### src/rtl/pipeline_pkg.sv
// Shared pipeline definitions: fetch FSM states, word size and fetch constants.
package pipeline_pkg;
    localparam int XLEN = 32;
    localparam logic [XLEN-1:0] NOP_INSTR     = 32'h0;
    localparam logic [XLEN-1:0] PC_ALIGN_MASK = 32'hFFFF_FFFC;

    typedef enum logic [1:0] {
        FETCH = 2'd0,
        WAIT  = 2'd1,
        HOLD  = 2'd2,
        DROP  = 2'd3
    } fetch_state_e;
endpackage

### src/rtl/if_fetch_stage_if.sv
// Instruction-memory request/response bundle between the fetch stage and imem.
interface if_fetch_stage_if;
    import pipeline_pkg::*;
    logic            imem_req_valid;
    logic            imem_req_ready;
    logic [XLEN-1:0] imem_addr;
    logic            imem_rsp_valid;
    logic [XLEN-1:0] imem_rsp_data;

    modport master (
        output imem_req_valid, imem_addr,
        input  imem_req_ready, imem_rsp_valid, imem_rsp_data
    );
    modport slave (
        input  imem_req_valid, imem_addr,
        output imem_req_ready, imem_rsp_valid, imem_rsp_data
    );
endinterface

### src/rtl/if_fetch_stage_perf.sv
// Saturating fetch counters; only built when IF_PERF_CNT_EN is defined.
module if_perf_counters (
    input  logic        clk,
    input  logic        rst_n,
    input  logic        cpu_en,
    input  logic        inc_fetched,
    input  logic        inc_stall,
    input  logic        inc_dropped,
    output logic [31:0] perf_fetched,
    output logic [31:0] perf_stall,
    output logic [15:0] perf_dropped
);
    always_ff @(posedge clk or negedge rst_n) begin
        if (!rst_n) begin
            perf_fetched <= '0;
            perf_stall   <= '0;
            perf_dropped <= '0;
        end else if (cpu_en) begin
            if (inc_fetched && perf_fetched != '1) perf_fetched <= perf_fetched + 32'd1;
            if (inc_stall   && perf_stall   != '1) perf_stall   <= perf_stall   + 32'd1;
            if (inc_dropped && perf_dropped != '1) perf_dropped <= perf_dropped + 16'd1;
        end
    end
endmodule

### src/rtl/if_fetch_stage.sv
// Fetch stage: owns the PC, single-outstanding imem requests, one-entry buffer to IF/ID.
// Optional perf counters under IF_PERF_CNT_EN.
module if_fetch_stage
    import pipeline_pkg::*;
#(
    parameter logic [XLEN-1:0] RESET_PC = 32'h0000_0000
) (
    input  logic            clk,
    input  logic            rst_n,
    input  logic            cpu_en,
    input  logic            id_shouldStall,
    input  logic            ex_shouldJumpOrBranch,
    input  logic [XLEN-1:0] ex_target,
    if_fetch_stage_if.master imem,
    output logic            if_valid,
    output logic [XLEN-1:0] if_pc_4,
    output logic [XLEN-1:0] if_instruction
`ifdef IF_PERF_CNT_EN
    ,
    output logic [31:0]     perf_fetched,
    output logic [31:0]     perf_stall,
    output logic [15:0]     perf_dropped
`endif
);
    fetch_state_e    state, state_nxt;
    logic [XLEN-1:0] pc, req_pc, buf_instr, buf_pc4;
    logic            redirect, hs, latch_req, capture, consume, dropped;

    assign redirect = cpu_en & ex_shouldJumpOrBranch;
    // Gated by rst_n so no request is seen while reset is held.
    assign imem.imem_req_valid = rst_n & cpu_en & (state == FETCH);
    assign imem.imem_addr      = pc;
    assign hs = imem.imem_req_valid & imem.imem_req_ready;

    always_comb begin
        state_nxt = state;
        latch_req = 1'b0;
        capture   = 1'b0;
        consume   = 1'b0;
        dropped   = 1'b0;
        case (state)
            FETCH: if (hs) begin
                latch_req = 1'b1;
                state_nxt = redirect ? DROP : WAIT;
            end
            WAIT: begin
                if (imem.imem_rsp_valid) begin
                    capture   = !redirect;
                    dropped   = redirect;
                    state_nxt = redirect ? FETCH : HOLD;
                end else if (redirect) begin
                    state_nxt = DROP;
                end
            end
            HOLD: begin
                if (redirect) begin
                    state_nxt = FETCH;
                end else if (cpu_en && !id_shouldStall) begin
                    consume   = 1'b1;
                    state_nxt = FETCH;
                end
            end
            DROP: if (imem.imem_rsp_valid) begin
                dropped   = 1'b1;
                state_nxt = FETCH;
            end
            default: state_nxt = FETCH;
        endcase
    end

    always_ff @(posedge clk or negedge rst_n) begin
        if (!rst_n) begin
            state     <= FETCH;
            pc        <= RESET_PC;
            req_pc    <= '0;
            buf_instr <= NOP_INSTR;
            buf_pc4   <= '0;
        end else begin
            state <= state_nxt;
            if (redirect)     pc <= ex_target & PC_ALIGN_MASK;
            else if (consume) pc <= buf_pc4;
            if (latch_req) req_pc <= pc;
            if (capture) begin
                buf_instr <= imem.imem_rsp_data;
                buf_pc4   <= req_pc + 32'd4;
            end
        end
    end

    assign if_valid       = (state == HOLD);
    assign if_instruction = if_valid ? buf_instr : NOP_INSTR;
    assign if_pc_4        = if_valid ? buf_pc4 : '0;

`ifdef IF_PERF_CNT_EN
    if_perf_counters u_perf (
        .clk          (clk),
        .rst_n        (rst_n),
        .cpu_en       (cpu_en),
        .inc_fetched  (consume),
        .inc_stall    ((state == HOLD) && id_shouldStall),
        .inc_dropped  (dropped),
        .perf_fetched (perf_fetched),
        .perf_stall   (perf_stall),
        .perf_dropped (perf_dropped)
    );
`endif
endmodule
### src/flat_wrapper.sv
// flat-port wrapper written by rule: the top's interface ports become plain ports
module if_fetch_stage_flat import pipeline_pkg::*;
#(
    parameter logic [XLEN-1:0] RESET_PC = 32'h0000_0000
)
  (clk, rst_n, cpu_en, id_shouldStall, ex_shouldJumpOrBranch, ex_target, if_valid, if_pc_4, if_instruction, imem_imem_req_valid, imem_imem_addr, imem_imem_req_ready, imem_imem_rsp_valid, imem_imem_rsp_data);
  if_fetch_stage_if imem_i ();
  input  logic clk;
  input  logic rst_n;
  input  logic cpu_en;
  input  logic id_shouldStall;
  input  logic ex_shouldJumpOrBranch;
  input  logic [XLEN-1:0] ex_target;
  output logic if_valid;
  output logic [XLEN-1:0] if_pc_4;
  output logic [XLEN-1:0] if_instruction;
  output wire logic [$bits(imem_i.imem_req_valid)-1:0] imem_imem_req_valid;
  output wire logic [$bits(imem_i.imem_addr)-1:0] imem_imem_addr;
  input wire logic [$bits(imem_i.imem_req_ready)-1:0] imem_imem_req_ready;
  input wire logic [$bits(imem_i.imem_rsp_valid)-1:0] imem_imem_rsp_valid;
  input wire logic [$bits(imem_i.imem_rsp_data)-1:0] imem_imem_rsp_data;
  assign imem_imem_req_valid = imem_i.imem_req_valid;
  assign imem_imem_addr = imem_i.imem_addr;
  assign imem_i.imem_req_ready = imem_imem_req_ready;
  assign imem_i.imem_rsp_valid = imem_imem_rsp_valid;
  assign imem_i.imem_rsp_data = imem_imem_rsp_data;
  if_fetch_stage #(.RESET_PC(RESET_PC)) u_core (.clk(clk), .rst_n(rst_n), .cpu_en(cpu_en), .id_shouldStall(id_shouldStall), .ex_shouldJumpOrBranch(ex_shouldJumpOrBranch), .ex_target(ex_target), .imem(imem_i), .if_valid(if_valid), .if_pc_4(if_pc_4), .if_instruction(if_instruction));
endmodule
### config.mk
export PLATFORM = sky130hd
export DESIGN_NAME = if_fetch_stage_flat
export DESIGN_NICKNAME = d
export VERILOG_FILES = /design/src/rtl/pipeline_pkg.sv /design/src/rtl/if_fetch_stage_if.sv /design/src/rtl/if_fetch_stage_perf.sv /design/src/rtl/if_fetch_stage.sv /design/src/flat_wrapper.sv
export SDC_FILE = /design/constraint.sdc
export NUM_CORES = 1
export LEC_CHECK = 0
export CELL_PAD_IN_SITES_DETAIL_PLACEMENT = 1
export CELL_PAD_IN_SITES_GLOBAL_PLACEMENT = 1
export CORE_MARGIN = 2
export CORE_UTILIZATION = 37
export DETAILED_ROUTE_END_ITERATION = 10
export PLACE_DENSITY_LB_ADDON = 0.1
export SYNTH_ARGS = -nofsm -noshare
export SYNTH_HDL_FRONTEND = slang
export SYNTH_SLANG_ARGS = --single-unit
### constraint.sdc
create_clock -name clk -period 2.5 [get_ports clk]
set_input_delay 0.5 -clock clk [delete_from_list [all_inputs] [get_ports clk]]
set_output_delay 0.5 -clock clk [all_outputs]
set_load 0.01 [all_outputs]
Yosys cells after proc, flatten, opt, wreduce, memory -nomap -nowiden
Cells that the tools add are included.
- add/sub/neg operators: 1
- equality and inequality tests: 7
- multiplexer cells: 20
- bitwise operators: 4
- reductions and logical operators: 6
- operators by type and width (operator ; number):
    32-bit 2-to-1 mux ; 4
    32-bit by 3-bit adder with 32-bit output, second input constant ; 1
    2-bit 2-to-1 mux ; 8
    2-bit case mux with 4 select lines ; 1
    1-bit 2-to-1 mux ; 7
    1-bit bitwise AND ; 4
    2-bit == test, second input constant ; 2
    4-bit AND reduction ; 1
    3-bit by 2-bit inequality test with 1-bit output, second input constant ; 1
    3-bit inequality test, second input constant ; 1
    2-bit by 1-bit == test with 1-bit output, second input constant ; 1
    1-bit zero test ; 2
    2-bit zero test ; 1
    2-bit by 1-bit inequality test with 1-bit output, second input constant ; 1
    2-bit inequality test, second input constant ; 1
    2-bit nonzero test ; 1
    1-bit logical AND ; 1
- flip-flop bits (word level): 130
- input port bits: 71
- word-level logic and storage cells: 43

Logic depth before layout (Yosys ltp)
- depth in word-level cells: 7
- depth in mapped cells: 7
- gate-level depth less buffers: 6

Worst setup path before layout
Ideal clock, no wire load.
- path kind: input to register
- from: input port cpu_en
- to: register u_core.req_pc[10]
- data arrival time: 1.841 ns
- data required time: 2.375 ns
- slack: 0.534 ns
- stages: 4
- cells stage by stage: nor4bb_1 nand2_1 clkbuf_1 mux2_2
- word-level cells in the longest chain between the ends: 5
- RTL lines (what ; RTL line ; RTL):
    start, declared ; flat_wrapper.sv:10 ; input logic cpu_en;
    1-bit bitwise AND (2 in series) ; if_fetch_stage.sv:31 ; assign imem.imem_req_valid = rst_n & cpu_en & (state == FETCH);
    1-bit bitwise AND ; if_fetch_stage.sv:33 ; assign hs = imem.imem_req_valid & imem.imem_req_ready;
    1-bit 2-to-1 mux ; if_fetch_stage.sv:42 ; FETCH: if (hs) begin
    1-bit 2-to-1 mux ; if_fetch_stage.sv:41 ; case (state)
    end signal, assigned ; if_fetch_stage.sv:82 ; if (latch_req) req_pc <= pc;
    end, declared ; if_fetch_stage.sv:26 ; logic [XLEN-1:0] pc, req_pc, buf_instr, buf_pc4;
Every way passes these cells.
A chain may end at the register's enable or synchronous reset.

Final worst setup path
- from: register u_core.state[0]
- to: output port if_pc_4[31]
- word-level cells in the longest chain between the ends: 2
- RTL lines (what ; RTL line ; RTL):
    start, declared ; if_fetch_stage.sv:25 ; fetch_state_e state, state_nxt;
    start signal, assigned ; if_fetch_stage.sv:79 ; state <= state_nxt;
    2-bit == test ; if_fetch_stage.sv:90 ; assign if_valid = (state == HOLD);
    32-bit 2-to-1 mux ; if_fetch_stage.sv:92 ; assign if_pc_4 = if_valid ? buf_pc4 : '0;
    end, declared ; flat_wrapper.sv:15 ; output logic [XLEN-1:0] if_pc_4;
Every way passes these cells.

==> run_results.csv <==
group,metric,value,unit
power,pwr-share-seq,0.418,
clock_tree,clockRootBuffer,"clkbuf_16",
synthesis,syn-cell-area,6180,um2
floorplanning,io_pins,169,
clock_tree,cts_max_level,4,
critical_path,crit_path_end_kind,"output port",
critical_path,path_class,"flop to output port",
layout,nNetsFinal,794,
power,ir_worst_vdd,511,uV
routing,routed-via-count,4733,
floorplanning,core_area,16500,um2
synthesis,ys_ff_latch,130,
layout,multi_input_area,2780,um2
floorplanning,initial_utilization,0.375,
timing,hold_violations,0,
critical_path,slowest_stage,"clkdlybuf4s50_1",
synthesis,synth_edf_count,0,
layout,fillers,1732,
grt,grt_pass1_wl,27.7,mm
job,max_cap_violations,0,
critical_path,cp_num_buf_inv,2,
critical_path,reg2reg_from,"u_core.req_pc[6]",
synthesis,yosysSeqAreaShare,0.526,
timing,tightest_slew,732,ps
timing,fin_crit_sh,0.979,
timing,timing.fmax,408,MHz
synthesis,avgSynthCellArea,11.2,um2
power,p_sw_frac,0.320,
power,comb_power_share,0.320,
critical_path,cp-startpoint,"u_core.state[0]",
routing,postRouteWirelength,16.8,mm
place,placed_cell_area,8160,um2
outcome,outcome,"finished clean",
timing,rsz0062_at_grt,"false",
grt,grtUsageMet2,0.336,
place,place_inst,918,
floorplanning,rows,47,
power,power.density,1050,nW/um2
synthesis,synthArstFlopShare,1.00,
grt,grtUsageMet3,0.0495,
synthesis,postSynthCellCount,553,
clock_tree,clock_latency,420,ps
critical_path,regToRegSetupSlack,500,ps
critical_path,crit_arrival,1950,ps
place,portBuffers,166,
routing,drt_iter0_drc,116,
clock_tree,numCtsBuffers,17,
critical_path,endpoint,"if_pc_4[31]",
routing,drtAntennaViolNets,0,
critical_path,required,2000,ps
critical_path,cpPeakStageDelay,580,ps
routing,post_drt_via_cell_ratio,4.95,
critical_path,r2r_end,"u_core.buf_pc4[31]",
critical_path,worst-path-max-fanout,19,
critical_path,crit_chain,"nor2b_4 -> buf_12 -> and2_1 -> clkdlybuf4s50_1",
routing,wire_per_inst,17.6,um
floorplanning,die_w,133,um
clock_tree,cts.clk_slew.worst_paths,60,ps
grt,grt_max_degree,131,
floorplanning,die_area,17800,um2
layout,drive_above_1_share,0.182,
critical_path,cp.depth,4,
synthesis,ys.flop_type,"dfrtp_1",
timing,finClkSkew,9.00,ps
floorplanning,die_y,133,um
place,gp_congestion,0.739,
synthesis,yosysWarningCount,0,
grt,grt_antenna_before_repair,1,
critical_path,reg2regPathDepth,5,
grt,met1_usage,0.254,
power,switchingPower,2.97,mW
place,place_hpwl,10.9,mm
layout,stdcell_count,956,
timing,finalMaxSlewViolations,0,
timing,setup_viol,0,
layout,seq_area,3250,um2
grt,grt-ovfl-total,0,
synthesis,syn_nets,625,
timing,slew-limit-headroom,0.512,
power,clkPwrFrac,0.262,
critical_path,cp_top_family,"buffers and inverters",
power,internal_power,6.31,mW
routing,drc,0,
grt,busiest_layer,"met2",
timing,final.setup.tns,0,ps
clock_tree,cts_sinks,130,
synthesis,ys_types,40,
grt,grt_pass1_vias,5150,
min_path,hp-class,"primary input to asynchronous set/reset pin",
clock_tree,cts_buffer_depth,2,
timing,fin_crit,2450,ps
clock_tree,cts_tree,"yes",
layout,syn2layout_area_growth,42.3,%
critical_path,start_kind,"flop",
layout,fin_area,8800,um2
routing,firstDrtPassIters,6,
grt,track_usage,0.200,
power,cellLeakagePower,3.78,nW
flip-flops by register name (all words and copies together) (netlist names):
| register | count |
|---|---|
| u_core.buf_pc4 | 32 |
| u_core.req_pc | 32 |
| u_core.buf_instr | 32 |
| u_core.imem.imem_addr | 32 |
| u_core.state | 2 |
synthesized netlist by cell type (3+ instances only):
cell | number | area share
mux2_1 | 8 | 0.015
mux2i_1 | 31 | 0.050
nand2_1 | 40 | 0.024
inv_1 | 8 | 0.0049
clkbuf_1 | 23 | 0.014
and3_1 | 4 | 0.0040
nor3_2 | 8 | 0.013
dfrtp_1 | 130 | 0.53
nor3_1 | 4 | 0.0032
nor2_1 | 37 | 0.022
nand3_1 | 12 | 0.0097
a21oi_2 | 6 | 0.0085
xor2_1 | 3 | 0.0043
mux2_2 | 59 | 0.11
a21oi_1 | 23 | 0.019
o21ai_0 | 13 | 0.011
o21ai_1 | 19 | 0.015
buf_1 | 3 | 0.0018
nor4_2 | 3 | 0.0061
and2_1 | 64 | 0.065
nand4_1 | 3 | 0.0030
xnor2_1 | 26 | 0.037
buf_2 | 5 | 0.0040
layer usage:
layer	vias to the layer above	part of all wire
met2	123	0.49
met1	2376	0.45
li1	2217	-
met4	0	0.013
met3	17	0.050
met5	-	0
cell families (layout without fill, tap and decap cells):
group / Yosys count / after routing / synth area share
adders and majority gates: 1 / 1 / 0.00202
and+or+nand+nor: 187 / 187 / 0.169
muxes: 98 / 98 / 0.172
DFF: 130 / 130 / 0.526
xor gates and xnor gates: 29 / 29 / 0.0411
AOI/OAI and AO/OA: 67 / 67 / 0.0609
other: 0 / 1 / 0
buffers and inverters: 41 / 223 / 0.0289
layout make-up:
class	count	share of cell area
Sequential cell	130	0.370
Multi-Input combinational cell	382	0.315
Timing Repair Buffer	183	0.215
Clock buffer	22	0.0528
Tap cell	220	0.0313
Clock inverter	10	0.0124
Inverter	8	0.00341
Antenna cell	1	0.000284
worst min path at each step:
stage	startpoint	endpoint	slack (ps)	cells past startpoint
detailed placement	u_core.buf_instr[13]	u_core.buf_instr[13]	470	1
global route	rst_n	u_core.imem.imem_addr[7]	240	2
floorplan	rst_n	u_core.buf_instr[0]	200	0
finish	rst_n	u_core.imem.imem_addr[7]	180	2
CTS	rst_n	u_core.imem.imem_addr[7]	250	2
global placement	u_core.buf_instr[16]	u_core.buf_instr[16]	460	1
timing repair:
item / CTS / global route
resized for setup: 21 / 2
hold buffers: 0 / 0
endpoints found under the setup margin: 36 / 39
setup buffers: 3 / 1
cloned: 1 / 0
per-stage QoR:
stage	hold WS, ps	setup WS [ps]	utilization	power [mW]
CTS	249	4.99	0.533	9.41
finish	182	51.7	0.534	9.28
global placement	459	35.1	0.495	6.69
global route	239	3.64	0.534	9.91
detailed placement	469	42.5	0.495	6.88
floorplan	204	534	-	5.32
worst register-to-register path: cells and delay by family (launching register included):
| kind | cells | cell delay, ps |
|---|---|---|
| xor+xnor | 1 | 180 |
| compound gates | 1 | 70 |
| flops | 1 | 430 |
| simple gates | 3 | 1190 |
cell usage in the layout (no fill, tap or decap), drive strengths merged, types with 17 or more instances in the layout:
| cell type | count |
|---|---|
| dlygate4sd2 | 17 |
| clkdlybuf4s50 | 148 |
| buf | 18 |
| mux2 | 67 |
| mux2i | 31 |
| xnor2 | 26 |
| nor2 | 37 |
| nand2 | 41 |
| o21ai | 32 |
| and2 | 64 |
| dfrtp | 130 |
| a21oi | 29 |
| clkbuf | 22 |
power by group through the flow:
stage               Clock, mW  Sequential (mW)  Combinational, mW
floorplan                   0             3.71               1.60
global placement            0             3.85               2.84
detailed placement          0             3.93               2.95
CTS                      2.49             3.90               3.02
global route             2.58             4.04               3.28
finish                   2.43             3.88               2.97
Power figures use the tool's default switching activity.
